`src/rtl/fetch_unit_pkg.sv`:
```
`default_nettype none
// ============================================================================
// fetch_unit_pkg : shared types and constants for the instruction fetch stage
// Revision: 1.0
// ============================================================================
package fetch_unit_pkg;

    localparam int unsigned     XLEN             = 32;
    localparam logic [XLEN-1:0] RESET_PC_DEFAULT = 32'h0100_0000;
    localparam int unsigned     INSTR_BYTES      = 4;

    typedef struct packed {
        logic [XLEN-1:0] instr;
        logic [XLEN-1:0] pc;
    } fetch_entry_t;

endpackage
`default_nettype wire

```
`src/rtl/fetch_fifo.sv`:
```
`default_nettype none
// ============================================================================
// fetch_fifo : 2-entry shift FIFO of {instr, pc}; head holds after draining
// Revision: 1.0
// ============================================================================
module fetch_fifo
    import fetch_unit_pkg::*;
(
    input  logic         clk,
    input  logic         rst,
    input  logic         clear,
    input  logic         push,
    input  fetch_entry_t push_data,
    input  logic         pop,
    output fetch_entry_t head,
    output logic [1:0]   count
);

    fetch_entry_t r_e0;
    fetch_entry_t r_e1;
    logic [1:0]   r_count;

    // Entry 0 is always the head, so it keeps the last delivered word when empty.
    always_ff @(posedge clk or posedge rst) begin
        if (rst) begin
            r_e0    <= '0;
            r_e1    <= '0;
            r_count <= 2'd0;
        end else if (clear) begin
            r_count <= 2'd0;
        end else begin
            case (r_count)
                2'd0: begin
                    if (push) begin
                        r_e0    <= push_data;
                        r_count <= 2'd1;
                    end
                end
                2'd1: begin
                    if (push && pop) begin
                        r_e0 <= push_data;
                    end else if (push) begin
                        r_e1    <= push_data;
                        r_count <= 2'd2;
                    end else if (pop) begin
                        r_count <= 2'd0;
                    end
                end
                default: begin
                    if (pop) begin
                        r_e0 <= r_e1;
                        if (push) begin
                            r_e1 <= push_data;
                        end else begin
                            r_count <= 2'd1;
                        end
                    end
                end
            endcase
        end
    end

    assign head  = r_e0;
    assign count = r_count;

endmodule
`default_nettype wire

```
`src/rtl/fetch_unit.sv`:
```
`default_nettype none
// ============================================================================
// fetch_unit : PC, ROM request credit logic, redirect/flush and fault control
// Revision: 1.0
// ============================================================================
module fetch_unit
    import fetch_unit_pkg::*;
#(
    parameter int unsigned           DATA_WIDTH = XLEN,
    parameter logic [DATA_WIDTH-1:0] RESET_PC   = RESET_PC_DEFAULT
) (
    input  logic                  clk,
    input  logic                  rst,
    input  logic                  redirect_valid,
    input  logic [DATA_WIDTH-1:0] redirect_pc,
    output logic                  read_instr,
    output logic [DATA_WIDTH-1:0] imem_addr,
    input  logic [DATA_WIDTH-1:0] imem_data,
    output logic                  out_valid,
    input  logic                  out_ready,
    output logic [DATA_WIDTH-1:0] out_instr,
    output logic [DATA_WIDTH-1:0] out_pc,
    output logic                  fetch_fault
);

    logic [DATA_WIDTH-1:0] r_pc;
    logic                  r_infl_v;
    logic [DATA_WIDTH-1:0] r_infl_pc;
    logic                  r_fault;

    logic                  w_pop;
    logic                  w_issue;
    logic [2:0]            w_occ;
    logic [2:0]            w_limit;
    logic [1:0]            w_count;
    fetch_entry_t          w_push_data;
    fetch_entry_t          w_head;

    // Buffered plus in-flight words must stay within the two FIFO slots.
    assign w_pop   = out_valid & out_ready;
    assign w_occ   = {1'b0, w_count} + {2'b00, r_infl_v};
    assign w_limit = 3'd2 + {2'b00, w_pop};
    assign w_issue = !rst && !redirect_valid && !r_fault && (w_occ < w_limit);

    always_ff @(posedge clk or posedge rst) begin
        if (rst) begin
            r_pc      <= RESET_PC;
            r_infl_v  <= 1'b0;
            r_infl_pc <= '0;
            r_fault   <= 1'b0;
        end else if (redirect_valid) begin
            r_pc     <= redirect_pc;
            r_infl_v <= 1'b0;
            r_fault  <= (redirect_pc[1:0] != 2'b00);
        end else begin
            r_infl_v <= w_issue;
            if (w_issue) begin
                r_infl_pc <= r_pc;
                r_pc      <= r_pc + DATA_WIDTH'(INSTR_BYTES);
            end
        end
    end

    assign w_push_data.instr = imem_data;
    assign w_push_data.pc    = r_infl_pc;

    fetch_fifo u_fifo (
        .clk       (clk),
        .rst       (rst),
        .clear     (redirect_valid),
        .push      (r_infl_v),
        .push_data (w_push_data),
        .pop       (w_pop),
        .head      (w_head),
        .count     (w_count)
    );

    assign read_instr  = w_issue;
    assign imem_addr   = r_pc;
    assign out_valid   = (w_count != 2'd0);
    assign out_instr   = w_head.instr;
    assign out_pc      = w_head.pc;
    assign fetch_fault = r_fault;

endmodule
`default_nettype wire

```
`config.mk`:
```
export PLATFORM = sky130hd
export DESIGN_NAME = fetch_unit
export DESIGN_NICKNAME = d
export VERILOG_FILES = /design/src/rtl/fetch_unit_pkg.sv /design/src/rtl/fetch_fifo.sv /design/src/rtl/fetch_unit.sv
export SDC_FILE = /design/constraint.sdc
export NUM_CORES = 1
export LEC_CHECK = 0
export CORE_ASPECT_RATIO = 1.5
export CORE_UTILIZATION = 40
export DETAILED_ROUTE_END_ITERATION = 12
export GPL_ROUTABILITY_DRIVEN = 0
export PLACE_DENSITY = 0.68
export SLEW_MARGIN = 20
export SYNTH_ARGS = -nofsm -noshare
export SYNTH_HDL_FRONTEND = slang
export SYNTH_SLANG_ARGS = --single-unit
```
`constraint.sdc`:
```
create_clock -name clk -period 7.15 [get_ports clk]
set_input_delay 0.715 -clock clk [delete_from_list [all_inputs] [get_ports clk]]
set_output_delay 0.715 -clock clk [all_outputs]
set_load 0.01 [all_outputs]
```
## Word-level counts from Yosys, hierarchy flattened

Index checks and enable logic that the tools add are counted.

| storage, ports and cells | value |
|---|---|
| flip-flop bits (word level) | 196 |
| input bits | 68 |
| word-level logic and storage cells | 61 |

| cells by class | value |
|---|---|
| add/sub/neg operators | 3 |
| magnitude comparators | 1 |
| equality and inequality tests | 8 |
| multiplexer cells | 19 |
| bitwise operators | 3 |
| reduce and logical (&&, ||, !) cells | 18 |

Operator list:

| kind | number |
|---|---|
| 2-to-1 mux 64 bit | 6 |
| case mux 64 bit (2 select lines) | 2 |
| 2-to-1 mux 32 bit | 2 |
| adder 32 x 3 -> 32 bit, second input constant | 1 |
| 2-to-1 mux 2 bit | 7 |
| AND reduction 4 bit | 2 |
| nonzero test 2 bit | 4 |
| != test 3 bit, second input constant | 2 |
| AND reduction 5 bit | 1 |
| logical AND 1 bit | 4 |
| != test 2 bit, second input constant | 2 |
| != test 4 x 2 -> 1 bit, second input constant | 1 |
| != test 4 x 3 -> 1 bit, second input constant | 1 |
| case mux 2 bit (2 select lines) | 1 |
| nonzero test 4 bit | 1 |
| adder 2 x 1 -> 3 bit | 1 |
| adder 2 x 1 -> 3 bit, first input constant | 1 |
| zero test 1 bit | 3 |
| less-than comparator 3 bit | 1 |
| nonzero test 3 bit | 1 |
| == test 2 x 1 -> 1 bit, second input constant | 1 |
| zero test 2 bit | 1 |
| != test 2 x 1 -> 1 bit, second input constant | 1 |
| inverter 1 bit | 2 |
| 3 further kinds | 3 |

## Longest topological paths before layout

| logic depth | value |
|---|---|
| depth in word-level cells | 7 |
| gate-level depth with buffers | 8 |
| depth with buffers taken out | 7 |

## By module

Synthesis repeated with hierarchy kept, for this count alone.

| second synthesis, totals | value |
|---|---|
| cell total of the unflattened synthesis | 826 |
| area, all modules | 9531.6 sq um |

By module, submodules not included:

| module | times used | cells each | area each (sq um) | seq. area each (sq um) |
|---|---|---|---|---|
| fetch_fifo | 1 | 537 | 6407.4 | 3253.1 |
| fetch_unit | 1 | 289 | 3124.2 | 1652.8 |

## Worst setup path before layout

No wires, ideal clock.

| path | value |
|---|---|
| path kind | input port to output port |
| start point | in redirect_valid |
| end point | out read_instr |
| data arrival time | 1.739 ns |
| data required time | 6.435 ns |
| path slack | 4.696 ns |
| cell stages on the path | 6 |
| buffers on the path | 3 |
| cell sequence | buf_2 nor4_2 nand2_1 buf_4 buf_6 inv_1 |

| between the ends | value |
|---|---|
| cells in the longest elaborated chain, start to end | 4 |

RTL lines:

| item | line | source |
|---|---|---|
| start, declared | fetch_unit.sv:14 | `input logic redirect_valid,` |
| zero test 1 bit | fetch_unit.sv:43 | `assign w_issue = !rst && !redirect_valid && !r_fault && (w_occ < w_limit);` |
| logical AND 1 bit (3 in a row) | fetch_unit.sv:43 |  |
| end, declared | fetch_unit.sv:16 | `output logic read_instr,` |

No other way between the ends.

## Worst setup path after layout

| path | value |
|---|---|
| start point | in out_ready |
| end point | out read_instr |

| between the ends | value |
|---|---|
| cells in the longest elaborated chain, start to end | 4 |

RTL lines:

| item | line | source |
|---|---|---|
| start, declared | fetch_unit.sv:20 | `input logic out_ready,` |
| bitwise AND 1 bit | fetch_unit.sv:40 | `assign w_pop = out_valid & out_ready;` |
| adder 2 x 1 -> 3 bit | fetch_unit.sv:42 | `assign w_limit = 3'd2 + {2'b00, w_pop};` |
| less-than comparator 3 bit | fetch_unit.sv:43 |  |
| logical AND 1 bit | fetch_unit.sv:43 |  |

No other way between the ends.

==> out/qor.csv <==
metric,value,unit
R2R Path Start,r_infl_v,
Nets,936,
cts hold-fix bufs,0,
VDD IR max,0.170,mV
CTS tree,yes,
initial antenna violation count,0,
Post-synth EDFFs,0,
area post-placement,10400,sq um
Die H,182,um
CTS sink count,196,
post-CTS sizing,0,
worst skew pair latency,0.44,ns
dominant cell type by area after synthesis,dfrtp_1,
Residual DRC,0,
number of diodes,0,
Max H-tree Level,4,
number of global-route vias before repair,5678,
# fillers,1871,
"reg-to-reg slack, setup",4.66,ns
drt wl/cell,15.9,um
Hold Path End,u_fifo.head[11],
yosys warns,0,
sequential area share after synthesis,0.571,
global-route wire length before repair,29.9,mm
# IOs,167,
worst slew pin tran,0.894,ns
Crit Path Max Fanout,38,
leakage power,4.73,nW
Pwr Total,2.98,mW
CP startpoint kind,primary input,
MaxCap Viol Count,0,
clk root buf,clkbuf_16,
Most used DFF post-synth,dfrtp_1,
period utilization,0.524,
Worst-path clk slew,0.06,ns
cells after synthesis,716,
leading post-synthesis cells by cell area,"dfrtp_1 57%, mux2_2 12%, mux2i_1 7.8%",
Hold Path Cell Cnt,2,
Worst Hold Class,reg -> reg,
Pre-antenna DRT Iters,4,
layout cells sized above 1,0.166,
most frequent cells in the layout,"194 x dfrtp_1, 165 x clkdlybuf4s50_1, 96 x nand2_1",
critical path required time,6.43,ns
Post-synth ARST share,1.00,
fin crit period,3.75,ns
Worst slew margin,0.404,
core area,21100,sq um
Final HPWL DP,12.2,mm
vias,5796,
synthesized area,8590,sq um
final setup fails,0,
Detailed Route WL,18.2,mm
Area Growth Syn to Fin,28.2,%
power per cell area,271,nW/um^2
synthesized area per cell,12.0,sq um
critical path data arrival time,3.03,ns
Final Max Tran Viols,0,
Overall Global Routing Usage,0.176,
unrepaired setup endpoints after global routing,false,
Seq cells post-synth,196,
Fin. Hold Viols,0,
post-CTS setup buffer count,0,
cell area after layout,11000,sq um
Worst R2R End,imem_addr[31],
Die X,122,um
IO Port Bufs,166,
Synth top area share,0.568,
post-route ant nets,0,
count of cell types in the netlist,47,
Row Count,65,
Min-Delay Startpoint,u_fifo.head[11],
Fin Hold WS,0.478,ns
crit path kind,in -> out,
CTS Buf Count,17,
CTS Buffer Depth,2,
drt initial violations,297,
"most common cell after layout, fill and taps aside",dfrtp_1,
syn nets,787,
fmax,267,MHz
pin count of the biggest net entering global routing,129,
Worst R2R Path Depth,7,
Initial Util,0.408,
routed vias/inst,5.06,
outcome,completed,
grt ovf,0,
Worst Setup End Kind,output pin,
die area,22100,sq um
worst clock skew,0.00880,ns
Setup TNS Final,0,ns
Yosys cell counts, types with 3 or more instances:
cell / count
or3_1: 6
dfrtp_1: 195
nand3_1: 10
and3_1: 5
nand4_1: 20
buf_4: 8
inv_1: 8
buf_2: 14
xor2_1: 18
clkbuf_1: 16
nand2_1: 96
o21ai_1: 5
nor2_1: 13
mux2_1: 7
mux2_2: 90
a31oi_1: 5
a21oi_1: 4
mux2i_1: 67
o21ai_0: 88
buf_1: 3
ha_1: 3
where the power goes:
| group | internal (mW) | leakage, nW | switching (mW) | total [mW] |
|---|---|---|---|---|
| registers | 1.30 | 2.54 | 0.134 | 1.43 |
| logic | 0.358 | 1.91 | 0.259 | 0.616 |
| clock network | 0.517 | 0.282 | 0.420 | 0.937 |
worst max-delay path by stage:
| stage | to | from |
|---|---|---|
| after floorplan | fetch_fault | rst |
| after global placement | read_instr | out_ready |
| after detailed placement | read_instr | out_ready |
| after CTS | read_instr | out_ready |
| after global routing | read_instr | out_ready |
| final | read_instr | out_ready |
kinds of logic after synthesis:
group | share of synthesized area
xor gates and xnor gates | 0.0204
and+or+nand+nor | 0.100
AOI/OAI and AO/OA | 0.0696
buffers and inverters | 0.0296
DFF | 0.571
adders and majority gates | 0.00437
muxes | 0.205
area by class of cell:
type / instances / area (sq um) / share of cell area
clock inverter: 12 / 133 / 0.0120
clock buffer: 20 / 437 / 0.0396
inverter: 8 / 37.5 / 0.00341
sequential: 196 / 4910 / 0.446
multi-input combinational: 469 / 3460 / 0.314
tap: 268 / 335 / 0.0304
timing repair buffer: 173 / 1710 / 0.155
through the flow:
step	worst slack [ns]	instances	util
after floorplan	1.10	716	-
after global placement	3.43	1114	0.496
after detailed placement	3.39	1114	0.496
after CTS	3.40	1146	0.523
after global routing	3.24	1146	0.523
final	3.40	1146	0.523
layer usage:
metal  vias up  global-route usage  routed length (um)
li1       2817                   -                   -
met2       137               0.295                9080
met1      2815               0.222                8140
met3        27              0.0302                 603
met4         0              0.0760                 373
met5         -                   0                   0
worst max-delay path, cell delays in order:
cell,delay (ns)
clkdlybuf4s50_1,0.64
nand2b_1,0.14
o21ai_4,0.50
nand2_1,0.10
buf_4,0.30
inv_1,0.10
clkdlybuf4s50_1,0.53
state kept, by name (all words and copies together), names as in the netlist:
register,flops
u_fifo.head,64
u_fifo.r_e1,64
imem_addr,32
r_infl_pc,32
u_fifo.count,2
fetch_fault,1
r_infl_v,1
Note: power is estimated with default switching activity, not from simulation.
